<file path="src/rtl/carregador_programa_if.sv">
// Program-loader bus bundle: inbound byte stream (valid/ready) plus the
// outbound instruction-memory write port. The loader side uses "master",
// the stream source / memory side uses "slave".
interface carregador_programa_if #(
    parameter int unsigned ADDR_W = 6
);
    logic [7:0]        byte_in;
    logic              byte_valid;
    logic              byte_ready;
    logic              mem_we;
    logic [ADDR_W-1:0] mem_addr;
    logic [31:0]       mem_wdata;

    modport master (
        input  byte_in,
        input  byte_valid,
        output byte_ready,
        output mem_we,
        output mem_addr,
        output mem_wdata
    );

    modport slave (
        output byte_in,
        output byte_valid,
        input  byte_ready,
        input  mem_we,
        input  mem_addr,
        input  mem_wdata
    );
endinterface

</file>
<file path="src/rtl/carregador_programa.sv">
// Program loader: receives "count N, 4*N data bytes (little-endian words),
// XOR checksum" over a byte stream, writes the words to instruction memory
// from address 0 and releases the processor reset only after a verified load.
module carregador_programa #(
    parameter int unsigned MEM_WORDS = 64,
    parameter int unsigned ADDR_W    = 6
) (
    input  logic                  clock,
    input  logic                  reset,
    carregador_programa_if.master bus,
    output logic                  proc_reset,
    output logic                  load_done,
    output logic                  load_error,
    output logic [ADDR_W:0]       words_loaded
);

    // Word counter must hold both ADDR_W+1 bit word counts and any 8-bit N.
    localparam int unsigned CW = (ADDR_W + 1 > 8) ? ADDR_W + 1 : 8;

    typedef enum logic [2:0] {
        IDLE  = 3'd0,
        LOAD  = 3'd1,
        CHECK = 3'd2,
        DONE  = 3'd3,
        ERROR = 3'd4
    } state_t;

    state_t            state_q, state_d;
    logic              byte_ready_q, byte_ready_d;
    logic              mem_we_q, mem_we_d;
    logic [ADDR_W-1:0] mem_addr_q, mem_addr_d;
    logic [31:0]       mem_wdata_q, mem_wdata_d;
    logic              proc_reset_q, proc_reset_d;
    logic              load_done_q, load_done_d;
    logic              load_error_q, load_error_d;
    logic [7:0]        csum_q, csum_d;
    logic [1:0]        byte_cnt_q, byte_cnt_d;
    logic [23:0]       word_buf_q, word_buf_d;
    logic [CW-1:0]     word_cnt_q, word_cnt_d;
    logic [CW-1:0]     n_words_q, n_words_d;

    logic              accept;
    logic [CW-1:0]     word_cnt_inc;

    assign accept       = bus.byte_valid & byte_ready_q;
    assign word_cnt_inc = word_cnt_q + CW'(1);

    assign bus.byte_ready = byte_ready_q;
    assign bus.mem_we     = mem_we_q;
    assign bus.mem_addr   = mem_addr_q;
    assign bus.mem_wdata  = mem_wdata_q;
    assign proc_reset     = proc_reset_q;
    assign load_done      = load_done_q;
    assign load_error     = load_error_q;
    assign words_loaded   = word_cnt_q[ADDR_W:0];

    // State and output registers; partial words are dropped on reset.
    always_ff @(posedge clock or negedge reset) begin
        if (!reset) begin
            state_q      <= IDLE;
            byte_ready_q <= 1'b0;
            mem_we_q     <= 1'b0;
            mem_addr_q   <= '0;
            mem_wdata_q  <= '0;
            proc_reset_q <= 1'b1;
            load_done_q  <= 1'b0;
            load_error_q <= 1'b0;
            csum_q       <= '0;
            byte_cnt_q   <= '0;
            word_buf_q   <= '0;
            word_cnt_q   <= '0;
            n_words_q    <= '0;
        end else begin
            state_q      <= state_d;
            byte_ready_q <= byte_ready_d;
            mem_we_q     <= mem_we_d;
            mem_addr_q   <= mem_addr_d;
            mem_wdata_q  <= mem_wdata_d;
            proc_reset_q <= proc_reset_d;
            load_done_q  <= load_done_d;
            load_error_q <= load_error_d;
            csum_q       <= csum_d;
            byte_cnt_q   <= byte_cnt_d;
            word_buf_q   <= word_buf_d;
            word_cnt_q   <= word_cnt_d;
            n_words_q    <= n_words_d;
        end
    end

    // Next-state logic; registered outputs are derived from the next state
    // so that status flags change on the very edge that moves the FSM.
    always_comb begin
        state_d     = state_q;
        mem_we_d    = 1'b0;
        mem_addr_d  = mem_addr_q;
        mem_wdata_d = mem_wdata_q;
        csum_d      = csum_q;
        byte_cnt_d  = byte_cnt_q;
        word_buf_d  = word_buf_q;
        word_cnt_d  = word_cnt_q;
        n_words_d   = n_words_q;

        case (state_q)
            IDLE: begin
                if (accept) begin
                    n_words_d = CW'(bus.byte_in);
                    if ({24'd0, bus.byte_in} > MEM_WORDS) begin
                        state_d = ERROR;
                    end else if (bus.byte_in == 8'd0) begin
                        state_d = CHECK;
                    end else begin
                        state_d = LOAD;
                    end
                end
            end
            LOAD: begin
                if (accept) begin
                    csum_d = csum_q ^ bus.byte_in;
                    if (byte_cnt_q == 2'd3) begin
                        // Fourth byte: the write strobe fires in the next cycle
                        // while the stream keeps flowing.
                        mem_we_d    = 1'b1;
                        mem_addr_d  = word_cnt_q[ADDR_W-1:0];
                        mem_wdata_d = {bus.byte_in, word_buf_q};
                        word_cnt_d  = word_cnt_inc;
                        byte_cnt_d  = 2'd0;
                        if (word_cnt_inc == n_words_q) begin
                            state_d = CHECK;
                        end
                    end else begin
                        case (byte_cnt_q)
                            2'd0:    word_buf_d[7:0]   = bus.byte_in;
                            2'd1:    word_buf_d[15:8]  = bus.byte_in;
                            default: word_buf_d[23:16] = bus.byte_in;
                        endcase
                        byte_cnt_d = byte_cnt_q + 2'd1;
                    end
                end
            end
            CHECK: begin
                // The last write strobe always ends before a checksum byte can
                // be accepted, so the processor sees a fully written memory.
                if (accept) begin
                    state_d = (bus.byte_in == csum_q) ? DONE : ERROR;
                end
            end
            DONE:    state_d = DONE;
            ERROR:   state_d = ERROR;
            default: state_d = ERROR;
        endcase

        byte_ready_d = (state_d == IDLE) || (state_d == LOAD) || (state_d == CHECK);
        proc_reset_d = (state_d != DONE);
        load_done_d  = (state_d == DONE);
        load_error_d = (state_d == ERROR);
    end

endmodule

</file>
<file path="src/flat_wrapper.sv">
// flat-port wrapper written by rule: the top's interface ports become plain ports
module carregador_programa_flat 
#(
    parameter int unsigned MEM_WORDS = 64,
    parameter int unsigned ADDR_W    = 6
)
  (clock, reset, proc_reset, load_done, load_error, words_loaded, bus_byte_in, bus_byte_valid, bus_byte_ready, bus_mem_we, bus_mem_addr, bus_mem_wdata);
  carregador_programa_if #(.ADDR_W(ADDR_W)) bus_i ();
  input  logic clock;
  input  logic reset;
  output logic proc_reset;
  output logic load_done;
  output logic load_error;
  output logic [ADDR_W:0] words_loaded;
  input wire logic [$bits(bus_i.byte_in)-1:0] bus_byte_in;
  input wire logic [$bits(bus_i.byte_valid)-1:0] bus_byte_valid;
  output wire logic [$bits(bus_i.byte_ready)-1:0] bus_byte_ready;
  output wire logic [$bits(bus_i.mem_we)-1:0] bus_mem_we;
  output wire logic [$bits(bus_i.mem_addr)-1:0] bus_mem_addr;
  output wire logic [$bits(bus_i.mem_wdata)-1:0] bus_mem_wdata;
  assign bus_i.byte_in = bus_byte_in;
  assign bus_i.byte_valid = bus_byte_valid;
  assign bus_byte_ready = bus_i.byte_ready;
  assign bus_mem_we = bus_i.mem_we;
  assign bus_mem_addr = bus_i.mem_addr;
  assign bus_mem_wdata = bus_i.mem_wdata;
  carregador_programa #(.MEM_WORDS(MEM_WORDS), .ADDR_W(ADDR_W)) u_core (.clock(clock), .reset(reset), .bus(bus_i), .proc_reset(proc_reset), .load_done(load_done), .load_error(load_error), .words_loaded(words_loaded));
endmodule
</file>
<file path="config.mk">
export PLATFORM = sky130hd
export DESIGN_NAME = carregador_programa_flat
export DESIGN_NICKNAME = d
export VERILOG_FILES = /design/src/rtl/carregador_programa_if.sv /design/src/rtl/carregador_programa.sv /design/src/flat_wrapper.sv
export SDC_FILE = /design/constraint.sdc
export NUM_CORES = 1
export LEC_CHECK = 0
export BUFFER_PORTS_ARGS = -buffer_cell sky130_fd_sc_hd__buf_2
export CORE_MARGIN = 10
export CORE_UTILIZATION = 42
export DETAILED_ROUTE_END_ITERATION = 10
export SYNTH_ARGS = -nofsm -noshare
export SYNTH_HDL_FRONTEND = slang
export SYNTH_SLANG_ARGS = --single-unit
</file>
<file path="constraint.sdc">
create_clock -name clock -period 6.01 [get_ports clock]
set_input_delay 0.9015 -clock clock [delete_from_list [all_inputs] [get_ports clock]]
set_output_delay 0.9015 -clock clock [all_outputs]
set_load 0.02 [all_outputs]
</file>
==> out/qor.yml <==
floorplan:
  core_um2: 9774
  die-area_um2: 14460
  die_width_um: 120.3
  start_util: 0.4319
  die_y_um: 120.3
  rows: 36
  io_pins: 61
timing:
  slew_violations: 0
  timing.fmax_ghz: 0.3439
  fin_skew_ns: 0.01490
  rsz0062_at_grt: "no"
  setup_viol: 0
  hold_viol: 0
  holdWs_ns: 0.4183
  fin_tns_setup_ns: 0
  fin_crit_ns: 2.908
  worst_pin_slew_ns: 1.198
  period_share: 0.4838
  slew_headroom: 0.1966
job:
  cap_violations: 0
cells_and_area:
  postLayoutCellArea_um2: 4758
  num-fill-cells: 948
  area_delta_synth_final_pct: 12.71
  drive_gt1_frac: 0.2606
  multi_input_area_um2: 1629
  final_nets: 460
  seq_area_um2: 2404
  n_antenna_cell: 0
  final_util: 0.4868
clocking:
  ctsResizeCount: 0
  cts_sinks: 96
  post-cts-setup-buffers: 0
  ctsHoldBuffers: 0
  numCtsBuffers: 9
  cts_buffer_depth: 2
  cts_tree: "yes"
  htree_num_levels: 3
  clk_latency_ns: 0.37
  path_clk_slew_ns: 0.09
  cts-root-buf: "clkbuf_8"
power:
  switchingPower_w: 0.0002639
  swShare: 0.2363
  pwr-share-clk: 0.394
  combPwrFrac: 0.028
  powerDensity_nw_per_um2: 234.7
  finalPower_w: 0.001117
  p_leak_nw: 2.558
  p_seq_frac: 0.578
  p_int_w: 0.0008528
  peakVddDrop_mv: 0.1443
yosys:
  synth_top_family_by_area: "simple AND/OR/NAND/NOR gates"
  synthSimpleGateAreaFrac: 0.1725
  synthAdderAreaFrac: 0.01482
  syn_nets: 416
  synth_area_leaders: "dfrtp_1 (56%), nand2_1 (12%), mux2_2 (8.5%), xnor2_1 (5.2%), ha_1 (1.5%)"
  synthXorXnorAreaFrac: 0.06639
  synth_seq_cells: 96
  syn_area_per_cell_um2: 10.55
  synth_top_area_frac: 0.5631
  muxShareOfSynthArea: 0.09010
  ys_warn_count: 0
  syn_inst: 400
  synth_top_area_cell: "dfrtp_1"
  netlist_area_um2: 4222
  ys_seq_area_frac: 0.5694
  synth-compound-area-share: 0.04209
  synth_cell_type_count: 45
critical_path:
  startpoint: "bus_byte_valid"
  max_stage_delay_ns: 0.70
  cpMaxStageDelayCell: "nor2b_1"
  worst_setup_path_end_kind: "register"
  critPathLaunchType: "input pin"
  cp.arrival_ns: 3.15
  cp_max_fo: 42
  reg2reg_from: "u_core.state_q[1]"
  crit_chain: "buf_2, and4b_1, nor2b_1, nand2_1, clkinv_1, nand4_1, xnor2_1"
  critPathRequiredTime_ns: 6.25
  critical_path_class: "in -> reg"
placed_design:
  gp_congestion: 0.8533
  dp_hpwl_um: 6098
  port_buffers: 60
  place_area_um2: 4551
drt:
  drt_pass1_iterations: 4
  wl_met2_um: 4080
  wl_um: 8954
  wl_met3_um: 542
  vias_per_cell: 4.888
  highest_layer: "met4"
  dr.first_iter.drc_count: 178
  drtAntennaViolNets: 0
  wl_per_cell_um: 15.38
  vias: 2845
  met1_length_um: 4173
  drc: 0
grt:
  grt_max_degree: 76
  grt_pass1_vias: 2984
  antenna_found_initial: 0
  grt_pass1_wl_um: 15150
  grt_use_total: 0.1300
  globalRoute.totalOverflow: 0
run_status:
  status: "complete, no violations"
worst_hold_path:
  hp-class: "in -> async"
==> layer usage <==
metal | vias up | GRT usage
met4 | 0 | 0.05430
met5 | - | 0
met2 | 57 | 0.2022
li1 | 1377 | -
met1 | 1400 | 0.1679
met3 | 11 | 0.03537
==> through the flow <==
stage	setup WS, ns	cells
floorplan	3.599	400
global placement	2.765	566
detailed placement	2.678	566
CTS	3.045	582
global route	2.765	582
finish	3.102	582
==> placed cells by master (no fill, tap or decap), types with 2 or more instances in the layout <==
cell type,count
dfrtp_1,95
xnor2_1,25
inv_8,2
a21oi_1,4
inv_1,8
nand3_1,3
or3_1,2
nor4_1,2
mux2_2,32
buf_2,59
nor3_1,4
nor2b_1,3
xor2_1,7
nand4_1,5
o311ai_0,2
nand2_1,133
nor2_1,7
o21ai_0,6
nor2_2,2
o31a_1,3
buf_4,3
inv_6,2
ha_1,5
mux2i_1,2
clkbuf_8,9
==> worst max-delay path, delay by kind of cell <==
family                 cells  cell delay, ns
AND/OR/NAND/NOR            4            1.29
buffers and inverters      2            0.77
XOR/XNOR                   1            0.16
==> synthesized netlist by cell type <==
master,count
nand2_1,133
dfrtp_1,95
mux2_2,32
xnor2_1,25
clkbuf_1,11
buf_2,10
inv_1,8
buf_4,7
nor2_1,7
xor2_1,7
o21ai_0,6
ha_1,5
nand4_1,5
a21oi_1,4
nor3_1,4
nand3_1,3
nor2b_1,3
o31a_1,3
mux2i_1,2
nor2_2,2
nor4_1,2
o311ai_0,2
or3_1,2
a211o_1,1
a211oi_1,1
a211oi_2,1
a21boi_0,1
a31oi_1,1
and2_1,1
and3_1,1
and3b_1,1
and4_1,1
and4b_1,1
buf_6,1
clkinv_1,1
dfstp_2,1
nand2b_1,1
nor4_2,1
o211a_1,1
o211ai_1,1
o21bai_1,1
o31ai_1,1
o32ai_1,1
or4_4,1
or4b_2,1
==> power by group through the flow <==
stage          Clock, W  Combinational (W)  Sequential (W)
2_1_floorplan         0          0.0000111        0.000658
3_3_place_gp          0          0.0000319        0.000658
3_5_place_dp          0          0.0000323        0.000658
4_1_cts        0.000456          0.0000323        0.000645
5_1_grt        0.000482          0.0000354        0.000646
6_report       0.000440          0.0000310        0.000645
==> flip-flops by register name (all words and copies together) (netlist names), 2 cells and up <==
name and cells:
u_core.bus.mem_addr 6, u_core.bus.mem_wdata 32, u_core.byte_cnt_q 2, u_core.csum_q 8, u_core.n_words_q 8, u_core.state_q 3, u_core.word_buf_q 24, u_core.word_cnt_q 8
==> final cells by class <==
cell class	count	share of cell area
Clock buffer	9	0.02603
Clock inverter	7	0.01762
Inverter	9	0.007100
Multi-Input combinational cell	266	0.3424
Sequential cell	96	0.5051
Tap cell	133	0.03497
Timing Repair Buffer	62	0.06679
==> cell families (layout without fill, tap and decap cells) <==
kind of cell               count (synthesis)  in the layout
DFF                                       96             96
muxes                                     34             34
adders and majority gates                  5              5
AOI/OAI and AO/OA                         25             25
xor gates and xnor gates                  32             32
buffers and inverters                     38             87
and+or+nand+nor                          170            170
==> final timing paths <==
check / slack [ns] / depth (start not counted) / to
setup reg to reg: 3.19 / 6 / u_core.word_cnt_q[4]
setup / recovery: 3.10 / 7 / u_core.word_cnt_q[4]
hold / removal: 0.42 / 1 / u_core.word_cnt_q[3]
min in group clock: 0.47 / 2 / u_core.bus.mem_wdata[15]
hold reg to reg: 0.47 / 2 / u_core.bus.mem_wdata[15]
max in group asynchronous: 4.40 / 2 / u_core.csum_q[0]
Power figures use the tool's default switching activity.
